[config.mk]
export PLATFORM = sky130hd
export DESIGN_NAME = execute_alu_flat
export DESIGN_NICKNAME = d
export VERILOG_FILES = /design/src/rtl/execute_alu_pkg.sv /design/src/rtl/execute_alu_if.sv /design/src/rtl/alu_mul_unit.sv /design/src/rtl/execute_alu.sv /design/src/flat_wrapper.sv
export SDC_FILE = /design/constraint.sdc
export NUM_CORES = 2
export LEC_CHECK = 0
export CORE_MARGIN = 3
export CORE_UTILIZATION = 25
export CTS_BUF_LIST = sky130_fd_sc_hd__clkbuf_8
export CTS_CLUSTER_SIZE = 12
export DETAILED_ROUTE_END_ITERATION = 8
export GPL_TIMING_DRIVEN = 1
export PLACE_DENSITY = 0.46
export REMOVE_ABC_BUFFERS = 1
export SETUP_SLACK_MARGIN = 0.1
export SYNTH_ARGS = -nofsm -noshare
export SYNTH_HDL_FRONTEND = slang
export SYNTH_SLANG_ARGS = --single-unit
[constraint.sdc]
create_clock -name clk -period 10.95 [get_ports clk]
set_input_delay 2.19 -clock clk [delete_from_list [all_inputs] [get_ports clk]]
set_output_delay 2.19 -clock clk [all_outputs]
set_load 0.02 [all_outputs]
[src/rtl/execute_alu_pkg.sv]
// execute_alu_pkg: shared types and constants for the execute-stage ALU.
//   alu_ctrl_t    : 2-bit operation code from decode (ADD, SUB, MUL, PASSA)
//   state_t       : top-level FSM encoding (IDLE, MUL_BUSY)
//   DEFAULT_WIDTH : default datapath width
//   MUL_CNT_W     : width of the multiplier latency counter (covers 0..15)
package execute_alu_pkg;

   localparam int DEFAULT_WIDTH = 32;
   localparam int MUL_CNT_W     = 4;

   typedef enum logic [1:0] {
      ALU_ADD   = 2'b00,
      ALU_SUB   = 2'b01,
      ALU_MUL   = 2'b10,
      ALU_PASSA = 2'b11
   } alu_ctrl_t;

   typedef enum logic {
      ST_IDLE     = 1'b0,
      ST_MUL_BUSY = 1'b1
   } state_t;

endpackage

[src/rtl/execute_alu_if.sv]
// execute_alu_if: handshake bundle between decode, the ALU and the memory stage.
//   master modport : decode/downstream side (drives operations and out_ready)
//   slave modport  : ALU side (drives in_ready, result, tag, busy, dbg_state)
//
// Handshake: a transfer happens on a rising edge where valid and ready are both
// high. A producer holds valid and its payload stable until the transfer; ready
// never depends on valid in the same cycle.
interface execute_alu_if
   import execute_alu_pkg::*;
#(
   parameter int WIDTH = DEFAULT_WIDTH
);
   logic             in_valid;
   logic             in_ready;
   logic [1:0]       alu_ctrl;
   logic [WIDTH-1:0] op_a;
   logic [WIDTH-1:0] op_b;
   logic [4:0]       dst_reg;
   logic             out_valid;
   logic             out_ready;
   logic [WIDTH-1:0] result;
   logic [4:0]       out_dst_reg;
   logic             busy;
   state_t           dbg_state;

   modport master (
      output in_valid, alu_ctrl, op_a, op_b, dst_reg, out_ready,
      input  in_ready, out_valid, result, out_dst_reg, busy, dbg_state
   );

   modport slave (
      input  in_valid, alu_ctrl, op_a, op_b, dst_reg, out_ready,
      output in_ready, out_valid, result, out_dst_reg, busy, dbg_state
   );
endinterface

[src/rtl/alu_mul_unit.sv]
// alu_mul_unit: multi-cycle multiplier slice of the execute ALU.
//   start       : operation accepted this edge; capture operands, tag, load counter
//   active      : top FSM is in MUL_BUSY; counter decrements while nonzero
//   a, b, dst   : operands and destination tag
//   done        : counter reached zero while active; product is ready to load
//   product     : low WIDTH bits of the unsigned product
//   product_dst : tag captured with the operands
module alu_mul_unit
   import execute_alu_pkg::*;
#(
   parameter int WIDTH       = DEFAULT_WIDTH,
   parameter int MUL_LATENCY = 5
) (
   input  logic             clk,
   input  logic             reset,
   input  logic             start,
   input  logic             active,
   input  logic [WIDTH-1:0] a,
   input  logic [WIDTH-1:0] b,
   input  logic [4:0]       dst,
   output logic             done,
   output logic [WIDTH-1:0] product,
   output logic [4:0]       product_dst
);
   localparam logic [MUL_CNT_W-1:0] CNT_LOAD = MUL_CNT_W'(MUL_LATENCY - 1);

   logic [WIDTH-1:0]     a_q, a_d, b_q, b_d, prod_q, prod_d;
   logic [4:0]           dst_q, dst_d;
   logic [MUL_CNT_W-1:0] cnt_q, cnt_d;

   always_comb begin
      a_d    = a_q;
      b_d    = b_q;
      dst_d  = dst_q;
      cnt_d  = cnt_q;
      // Product register trails the operand registers by one edge; with a
      // minimum latency of 2 it is settled before the counter expires.
      prod_d = a_q * b_q;
      if (start) begin
         a_d   = a;
         b_d   = b;
         dst_d = dst;
         cnt_d = CNT_LOAD;
      end else if (active && (cnt_q != '0)) begin
         cnt_d = cnt_q - 1'b1;
      end
   end

   always_ff @(posedge clk) begin
      if (reset) begin
         a_q    <= '0;
         b_q    <= '0;
         dst_q  <= '0;
         cnt_q  <= '0;
         prod_q <= '0;
      end else begin
         a_q    <= a_d;
         b_q    <= b_d;
         dst_q  <= dst_d;
         cnt_q  <= cnt_d;
         prod_q <= prod_d;
      end
   end

   assign done        = active && (cnt_q == '0);
   assign product     = prod_q;
   assign product_dst = dst_q;
endmodule

[src/rtl/execute_alu.sv]
// execute_alu: execute-stage ALU with a one-entry registered output.
//   clk, reset : rising-edge clock, synchronous active-high reset
//   bus        : execute_alu_if slave modport (operation in, result out, busy)
// ADD/SUB/PASSA complete in one cycle at full throughput; MUL occupies the
// block for MUL_LATENCY cycles in MUL_BUSY, during which nothing is accepted.
module execute_alu
   import execute_alu_pkg::*;
#(
   parameter int WIDTH       = DEFAULT_WIDTH,
   parameter int MUL_LATENCY = 5
) (
   input  logic         clk,
   input  logic         reset,
   execute_alu_if.slave bus
);
   state_t           state_q, state_d;
   logic             out_valid_q, out_valid_d;
   logic [WIDTH-1:0] result_q, result_d;
   logic [4:0]       out_dst_q, out_dst_d;

   logic             in_ready;
   logic             accept;
   logic             mul_start;
   logic             mul_done;
   logic [WIDTH-1:0] mul_product;
   logic [4:0]       mul_dst;
   logic [WIDTH-1:0] alu_res;
   alu_ctrl_t        op;

   // Output slot is free when empty or draining this edge, so a held result
   // blocks input and a MUL can never complete into an occupied slot.
   assign in_ready  = (state_q == ST_IDLE) && (!out_valid_q || bus.out_ready) && !reset;
   assign accept    = bus.in_valid && in_ready;
   assign op        = alu_ctrl_t'(bus.alu_ctrl);
   assign mul_start = accept && (op == ALU_MUL);

   always_comb begin
      case (op)
         ALU_ADD: alu_res = bus.op_a + bus.op_b;
         ALU_SUB: alu_res = bus.op_a - bus.op_b;
         default: alu_res = bus.op_a;
      endcase
   end

   always_comb begin
      state_d     = state_q;
      out_valid_d = out_valid_q;
      result_d    = result_q;
      out_dst_d   = out_dst_q;
      if (out_valid_q && bus.out_ready) begin
         out_valid_d = 1'b0;
      end
      case (state_q)
         ST_IDLE: begin
            if (mul_start) begin
               state_d = ST_MUL_BUSY;
            end else if (accept) begin
               out_valid_d = 1'b1;
               result_d    = alu_res;
               out_dst_d   = bus.dst_reg;
            end
         end
         ST_MUL_BUSY: begin
            if (mul_done) begin
               state_d     = ST_IDLE;
               out_valid_d = 1'b1;
               result_d    = mul_product;
               out_dst_d   = mul_dst;
            end
         end
         default: state_d = ST_IDLE;
      endcase
   end

   always_ff @(posedge clk) begin
      if (reset) begin
         state_q     <= ST_IDLE;
         out_valid_q <= 1'b0;
         result_q    <= '0;
         out_dst_q   <= '0;
      end else begin
         state_q     <= state_d;
         out_valid_q <= out_valid_d;
         result_q    <= result_d;
         out_dst_q   <= out_dst_d;
      end
   end

   alu_mul_unit #(
      .WIDTH       (WIDTH),
      .MUL_LATENCY (MUL_LATENCY)
   ) u_mul (
      .clk         (clk),
      .reset       (reset),
      .start       (mul_start),
      .active      (state_q == ST_MUL_BUSY),
      .a           (bus.op_a),
      .b           (bus.op_b),
      .dst         (bus.dst_reg),
      .done        (mul_done),
      .product     (mul_product),
      .product_dst (mul_dst)
   );

   assign bus.in_ready    = in_ready;
   assign bus.out_valid   = out_valid_q;
   assign bus.result      = result_q;
   assign bus.out_dst_reg = out_dst_q;
   assign bus.busy        = (state_q == ST_MUL_BUSY);
   assign bus.dbg_state   = state_q;
endmodule

[src/flat_wrapper.sv]
// flat-port wrapper written by rule: the top's interface ports become plain ports
module execute_alu_flat import execute_alu_pkg::*;
#(
   parameter int WIDTH       = DEFAULT_WIDTH,
   parameter int MUL_LATENCY = 5
)
  (clk, reset, bus_in_valid, bus_alu_ctrl, bus_op_a, bus_op_b, bus_dst_reg, bus_out_ready, bus_in_ready, bus_out_valid, bus_result, bus_out_dst_reg, bus_busy, bus_dbg_state);
  execute_alu_if #(.WIDTH(WIDTH)) bus_i ();
  input  logic clk;
  input  logic reset;
  input wire logic [$bits(bus_i.in_valid)-1:0] bus_in_valid;
  input wire logic [$bits(bus_i.alu_ctrl)-1:0] bus_alu_ctrl;
  input wire logic [$bits(bus_i.op_a)-1:0] bus_op_a;
  input wire logic [$bits(bus_i.op_b)-1:0] bus_op_b;
  input wire logic [$bits(bus_i.dst_reg)-1:0] bus_dst_reg;
  input wire logic [$bits(bus_i.out_ready)-1:0] bus_out_ready;
  output wire logic [$bits(bus_i.in_ready)-1:0] bus_in_ready;
  output wire logic [$bits(bus_i.out_valid)-1:0] bus_out_valid;
  output wire logic [$bits(bus_i.result)-1:0] bus_result;
  output wire logic [$bits(bus_i.out_dst_reg)-1:0] bus_out_dst_reg;
  output wire logic [$bits(bus_i.busy)-1:0] bus_busy;
  output wire logic [$bits(bus_i.dbg_state)-1:0] bus_dbg_state;
  assign bus_i.in_valid = bus_in_valid;
  assign bus_i.alu_ctrl = bus_alu_ctrl;
  assign bus_i.op_a = bus_op_a;
  assign bus_i.op_b = bus_op_b;
  assign bus_i.dst_reg = bus_dst_reg;
  assign bus_i.out_ready = bus_out_ready;
  assign bus_in_ready = bus_i.in_ready;
  assign bus_out_valid = bus_i.out_valid;
  assign bus_result = bus_i.result;
  assign bus_out_dst_reg = bus_i.out_dst_reg;
  assign bus_busy = bus_i.busy;
  assign bus_dbg_state = bus_i.dbg_state;
  execute_alu #(.WIDTH(WIDTH), .MUL_LATENCY(MUL_LATENCY)) u_core (.clk(clk), .reset(reset), .bus(bus_i));
endmodule
# [After elaboration in Yosys (flattened, before gate mapping)]
# Cells that the tools add are included.
# W data, S select, Z words.
[totals] reg_bits=144 out_inout_bits=41 elab_cells=55 in_bits=75
[classes] mux=19 eq_ne=5 reduce_logical=16 n_addsub=3 n_mul=1 bitwise_logic=1
[op_table] operator="$pmux W32 S2" n=2
[op_table] operator="$mux W32" n=3
[op_table] operator="$add A32 B32 Y32" n=1
[op_table] operator="$mul A32 B32 Y32" n=1
[op_table] operator="$sub A32 B32 Y32" n=1
[op_table] operator="$mux W5" n=3
[op_table] operator="$pmux W5 S2" n=1
[op_table] operator="$logic_and A1 B1 Y1" n=7
[op_table] operator="$mux W1" n=6
[op_table] operator="$mux W3" n=2
[op_table] operator="$logic_not A4 Y1" n=1
[op_table] operator="$ne A2 B2 Y1 const B" n=2
[op_table] operator="$pmux W1 S2" n=2
[op_table] operator="$reduce_bool A4 Y1" n=1
[op_table] operator="$sub A4 B1 Y4 const B" n=1
[op_table] operator="$reduce_and A3 Y1" n=1
[op_table] operator="$eq A2 B1 Y1 const B" n=1
[op_table] operator="$eq A2 B2 Y1 const B" n=1
[op_table] operator="$logic_not A1 Y1" n=2
[op_table] operator="$logic_not A2 Y1" n=1
[op_table] operator="$ne A2 B1 Y1 const B" n=1
[op_table] operator="$reduce_bool A2 Y1" n=1
[op_table] operator="$reduce_or A2 Y1" n=1
[op_table] operator="$logic_or A1 B1 Y1" n=1
[op_table] operator="$not A1 Y1" n=1

# [Longest topological paths before layout]
[depth] word_depth=8 ltp_mapped=27 ltp_nobuf=24

# [Hierarchy]
# A second synthesis with hierarchy kept.
[unflattened] cells_unflattened=2633 area_unflattened_um2=23488.8
[by_module_without_submodules] mod="alu_mul_unit" cells_each=2052 seq_area_each_um2=2102.0 area_each_um2=19184.6 n_inst=1
[by_module_without_submodules] mod="execute_alu" cells_each=581 seq_area_each_um2=780.7 area_each_um2=4304.1 n_inst=1

# [Worst setup path after synthesis]
# OpenSTA, ideal clock, no wires.
[synth_timing] path_kind="flip-flop to flip-flop" from="register u_core.u_mul.b_q[5]" to="register u_core.u_mul.prod_q[30] (netlist: u_core.u_mul.product[30])" synth_period_minus_slack_ns=6.740 t_required_ns=10.829 stages_incl_launch_ff=25 setup_time_ns=0.121 t_arrival_ns=6.619 path_buffers=2 slack_ns=4.210 path_cell_list="dfxtp_1 clkbuf_1 clkbuf_1 and2_1 fa_1 fa_1 fa_1 inv_1 fa_1 inv_1 fa_1 inv_1 fa_1 inv_1 fa_1 fa_1 ha_1 a21o_1 a21o_1 a21oi_1 o21ai_0 a31oi_1 o21ai_0 o31ai_1 mux2_2"
[synth_between] elab_chain_cells=1
[synth_rtl] item="from (decl)" line_no="alu_mul_unit.sv:27" text="logic [WIDTH-1:0] a_q, a_d, b_q, b_d, prod_q, prod_d;"
[synth_rtl] item="from (signal assigned)" line_no="alu_mul_unit.sv:52" text="b_q <= '0;"
[synth_rtl] item="from (signal assigned)" line_no="alu_mul_unit.sv:58" text="b_q <= b_d;"
[synth_rtl] item="$mul A32 B32 Y32" line_no="alu_mul_unit.sv:38" text="prod_d = a_q * b_q;"
[synth_rtl] item="to (signal assigned)" line_no="alu_mul_unit.sv:61" text="prod_q <= prod_d;"
[synth_rtl] item="to (decl)" line_no="alu_mul_unit.sv:27"
# Every way passes these cells.
# A chain may end at the register's enable or synchronous reset.

# [Final worst setup path]
[layout_timing] from="register u_core.u_mul.b_q[6]" to="register u_core.u_mul.prod_q[30] (netlist: u_core.u_mul.product[30])"
# Same word-level chain as after synthesis.

==> metrics.txt <==
# TYPE chip_impl_metric gauge
chip_impl_metric{name="dieHeight",unit="µm"} 313
chip_impl_metric{name="postRouteWirelength",unit="µm"} 78800
chip_impl_metric{name="htree_levels",unit=""} 4
chip_impl_metric{name="proportion_of_power_drawn_by_flip_flops_and_latches",unit=""} 0.399
chip_impl_metric{name="global_route.usage.total",unit=""} 0.162
chip_impl_metric{name="timing.fmax",unit="MHz"} 131
chip_impl_metric{name="timing.critical_path.required",unit="ns"} 11.32
chip_impl_metric{name="grt_first_pass_wirelength",unit="µm"} 122000
chip_impl_metric{name="cts_setup_buffers",unit=""} 0
chip_impl_metric{name="switching_share_of_total_power",unit=""} 0.352
chip_impl_info{name="cts-root-buf",value="clkbuf_8"} 1
chip_impl_metric{name="cts_hold_buffers",unit=""} 0
chip_impl_metric{name="asyncSetResetFlopFracSynth",unit=""} 0
chip_impl_metric{name="setup_violations",unit=""} 0
chip_impl_metric{name="leakage",unit="nW"} 11.4
chip_impl_metric{name="drt_iter0_drc",unit=""} 1228
chip_impl_metric{name="number_of_buffers_between_clock_root_and_the_deepest_sink",unit=""} 2
chip_impl_info{name="timing_worst_setup_path_type",value="flip-flop to flip-flop"} 1
chip_impl_metric{name="finalWeightedCongestion",unit=""} 0.858
chip_impl_metric{name="setup_total_negative_slack",unit="ns"} 0
chip_impl_info{name="cts_tree",value="done"} 1
chip_impl_metric{name="count_of_tritonroute_iterations_in_the_first_routing_pass",unit=""} 5
chip_impl_metric{name="combPwrFrac",unit=""} 0.277
chip_impl_metric{name="numCtsBuffers",unit=""} 17
chip_impl_metric{name="flow.area_growth_from_synthesis",unit="%"} 12.1
chip_impl_metric{name="max_cap_violations",unit=""} 0
chip_impl_metric{name="route.detailed.vias_per_inst",unit=""} 4.59
chip_impl_metric{name="synth.cell_area",unit="µm²"} 23500
chip_impl_metric{name="placement.io_buffers",unit=""} 115
chip_impl_metric{name="timing.final.crit_share",unit=""} 0.697
chip_impl_metric{name="nets",unit=""} 3382
chip_impl_metric{name="worstMarginPinSlew",unit="ns"} 1.14
chip_impl_info{name="worst_hold_startpoint",value="u_core.u_mul.b_q[12]"} 1
chip_impl_metric{name="fin_crit",unit="ns"} 7.63
chip_impl_metric{name="power_density",unit="nW/µm²"} 54.6
chip_impl_metric{name="post-route-drc-count",unit=""} 0
chip_impl_metric{name="clk_latency",unit="ns"} 0.47
chip_impl_metric{name="ys_seq_area_frac",unit=""} 0.123
chip_impl_metric{name="drtAntennaViolNets",unit=""} 0
chip_impl_metric{name="grt_max_degree",unit=""} 78
chip_impl_metric{name="power.share.clock",unit=""} 0.324
chip_impl_metric{name="worst_vdd_rail_ir_drop",unit="mV"} 0.0594
chip_impl_metric{name="via_count",unit=""} 18363
chip_impl_metric{name="total_power",unit="W"} 0.00144
chip_impl_metric{name="synthCells",unit=""} 2723
chip_impl_metric{name="final_layout_size_suffix_gt1_frac",unit=""} 0.0352
chip_impl_info{name="dominantRegCellSynth",value="dfxtp_1"} 1
chip_impl_metric{name="vias_in_the_first_global_route",unit=""} 19366
chip_impl_info{name="timing.critical_path.from_type",value="flip-flop"} 1
chip_impl_metric{name="die_x",unit="µm"} 313
chip_impl_metric{name="place_ws",unit="ns"} 3.36
chip_impl_metric{name="placed_instances",unit=""} 3966
chip_impl_metric{name="critical_path_maximum_fanout",unit=""} 27
chip_impl_metric{name="total_die_area",unit="µm²"} 97700
chip_impl_metric{name="timing.final.ws_setup",unit="ns"} 3.32
chip_impl_metric{name="synth_cell_types",unit=""} 68
chip_impl_metric{name="rows",unit=""} 111
chip_impl_metric{name="worst-endpoint-arrival",unit="ns"} 8.00
chip_impl_metric{name="timing.final.max_slew_violations",unit=""} 0
chip_impl_info{name="rsz0062_at_grt",value="false"} 1
chip_impl_metric{name="num_clock_sinks",unit=""} 144
chip_impl_info{name="min-delay-path-class",value="flip-flop to flip-flop"} 1
chip_impl_metric{name="detailedPlacementHpwl",unit="µm"} 61000
chip_impl_metric{name="post_drt_wl_per_cell",unit="µm"} 19.7
chip_impl_metric{name="cellInternalPower",unit="W"} 0.000933
chip_impl_metric{name="io_pins",unit=""} 116
chip_impl_info{name="endpoint_kind",value="flip-flop"} 1
chip_impl_metric{name="yosys_warnings",unit=""} 0
chip_impl_info{name="outcome",value="finished, final reports clean"} 1
chip_impl_info{name="r2r_start",value="u_core.u_mul.b_q[6]"} 1
chip_impl_metric{name="synth-edff-count",unit=""} 0
chip_impl_metric{name="clk_transition_reported_paths",unit="ns"} 0.10
chip_impl_metric{name="final.setup_skew",unit="ns"} 0.0191
chip_impl_metric{name="grt-ovfl-total",unit=""} 0
chip_impl_metric{name="synthesis.area_per_instance",unit="µm²"} 8.63
chip_impl_metric{name="power_switching",unit="W"} 0.000506
chip_impl_metric{name="antenna_found_initial",unit=""} 4
chip_impl_info{name="timing.critical_path.from",value="u_core.u_mul.b_q[6]"} 1
chip_impl_metric{name="max-slew-margin-rel",unit=""} 0.238
chip_impl_metric{name="fp.coreArea",unit="µm²"} 92500
chip_impl_metric{name="synth_seq_cells",unit=""} 144
chip_impl_metric{name="hold_viol",unit=""} 0
chip_impl_metric{name="starting_density",unit=""} 0.254
chip_impl_metric{name="layout.cells.non_filler",unit=""} 3999
chip_impl_metric{name="postCtsResizedCells",unit=""} 0
==> per-layer routing <==
metal  global-route usage  share of wire
met5                    0              0
met4               0.0429          0.027
met3               0.0153          0.039
met2                0.261           0.45
met1                0.234           0.48
==> logic make-up after synthesis <==
| group | after synthesis | share of synthesized area |
|---|---|---|
| simple gates | 965 | 0.206 |
| fa+ha+maj | 565 | 0.431 |
| buf+inv | 551 | 0.0882 |
| compound gates | 353 | 0.0957 |
| flops | 144 | 0.123 |
| xor+xnor | 127 | 0.0479 |
| mux | 18 | 0.00788 |
==> cell type report <==
cell class | count | area [µm²]
sequential | 144 | 2890
timing repair buffer | 151 | 1420
multi-input combinational | 2028 | 18600
antenna | 1 | 2.50
clock inverter | 14 | 179
fill | 10091 | 66100
clock buffer | 18 | 248
inverter | 400 | 1500
tap | 1243 | 1560
==> metrics by stage <==
stage / hold slack [ns] / instance area [µm²] / utilization
floorplan: 0.430 / 22900 / -
global placement: 0.441 / 25900 / 0.280
detailed placement: 0.443 / 25900 / 0.280
CTS: 0.456 / 26400 / 0.285
global route: 0.477 / 26400 / 0.285
finish: 0.455 / 26400 / 0.285
==> cell usage after synthesis, types with 3 or more instances <==
cell type	n	area share
a2111oi_0	7	0.0026
a31oi_1	9	0.0024
a211oi_1	18	0.0057
nand2_1	390	0.062
or4_4	3	0.0014
and4_1	3	0.0011
o21ai_0	52	0.011
fa_1	409	0.35
nand3_1	18	0.0038
and3_1	8	0.0021
ha_1	156	0.083
a21o_1	23	0.0073
xor2_1	53	0.020
nor4_1	9	0.0024
a221oi_1	3	0.0011
mux2_2	4	0.0019
mux2i_1	14	0.0060
a21oi_1	136	0.029
xnor2_1	73	0.027
dfxtp_1	144	0.12
nor3_1	28	0.0060
o41ai_1	5	0.0019
nand2b_1	8	0.0021
o31a_1	4	0.0015
or3_1	18	0.0048
or2_2	10	0.0027
nor2b_1	15	0.0040
nor2_1	89	0.014
o22ai_1	3	0.00080
o21a_1	14	0.0045
a211o_1	5	0.0019
o31ai_1	12	0.0038
nor3b_1	4	0.0013
a21boi_0	3	0.00096
and2_1	347	0.092
o21bai_1	10	0.0032
clkbuf_1	145	0.023
o2111ai_1	5	0.0019
o221ai_1	3	0.0011
o211ai_1	18	0.0057
buf_1	5	0.00080
nand4_1	5	0.0013
inv_1	399	0.064
o311ai_0	5	0.0019
==> critical path, cell delays in order (launching register included) <==
cell and delay (ns):
dfxtp_1 1.04, and2_1 0.27, fa_1 0.44, fa_1 0.49, fa_1 0.52, inv_1 0.05, fa_1 0.48, inv_1 0.05
fa_1 0.49, inv_1 0.05, fa_1 0.53, inv_1 0.05, fa_1 0.38, fa_1 0.50, ha_1 0.37, a21o_1 0.20
a21o_1 0.17, a21oi_1 0.18, o21ai_0 0.10, a31oi_1 0.27, o21ai_0 0.23, o31ai_1 0.27, mux2_2 0.36
==> power by group through the flow <==
stage	combinational (W)	sequential (W)	clock (W)
after floorplan	0.000203	0.000588	0
final	0.000398	0.000575	0.000467
after detailed placement	0.000394	0.000587	0
after CTS	0.000397	0.000575	0.000479
after global routing	0.000434	0.000577	0.000496
after global placement	0.000397	0.000587	0
==> final timing paths <==
check / to / cells past startpoint / slack (ns)
worst max-delay path: u_core.u_mul.product[30] / 22 / 3.32
worst min-delay path: u_core.u_mul.b_q[12] / 2 / 0.46
worst max register to register: u_core.u_mul.product[30] / 22 / 3.32
worst min register to register: u_core.u_mul.b_q[12] / 2 / 0.46
==> cell usage in the layout (no fill, tap or decap), types with 12 or more instances in the layout <==
master | netlist | layout
fa_1 | 409 | 409
inv_1 | 399 | 399
nand2_1 | 390 | 390
and2_1 | 347 | 347
ha_1 | 156 | 156
dfxtp_1 | 144 | 142
a21oi_1 | 136 | 135
clkdlybuf4s50_1 | 0 | 114
nor2_1 | 89 | 88
xnor2_1 | 73 | 73
xor2_1 | 53 | 53
o21ai_0 | 52 | 52
buf_4 | 1 | 37
nor3_1 | 28 | 28
a21o_1 | 23 | 23
nand3_1 | 18 | 18
or3_1 | 18 | 18
o211ai_1 | 18 | 18
a211oi_1 | 18 | 18
clkbuf_8 | 0 | 18
nor2b_1 | 15 | 15
mux2i_1 | 14 | 14
o21a_1 | 14 | 14
o31ai_1 | 12 | 12
(Power assumes the default switching activity.)
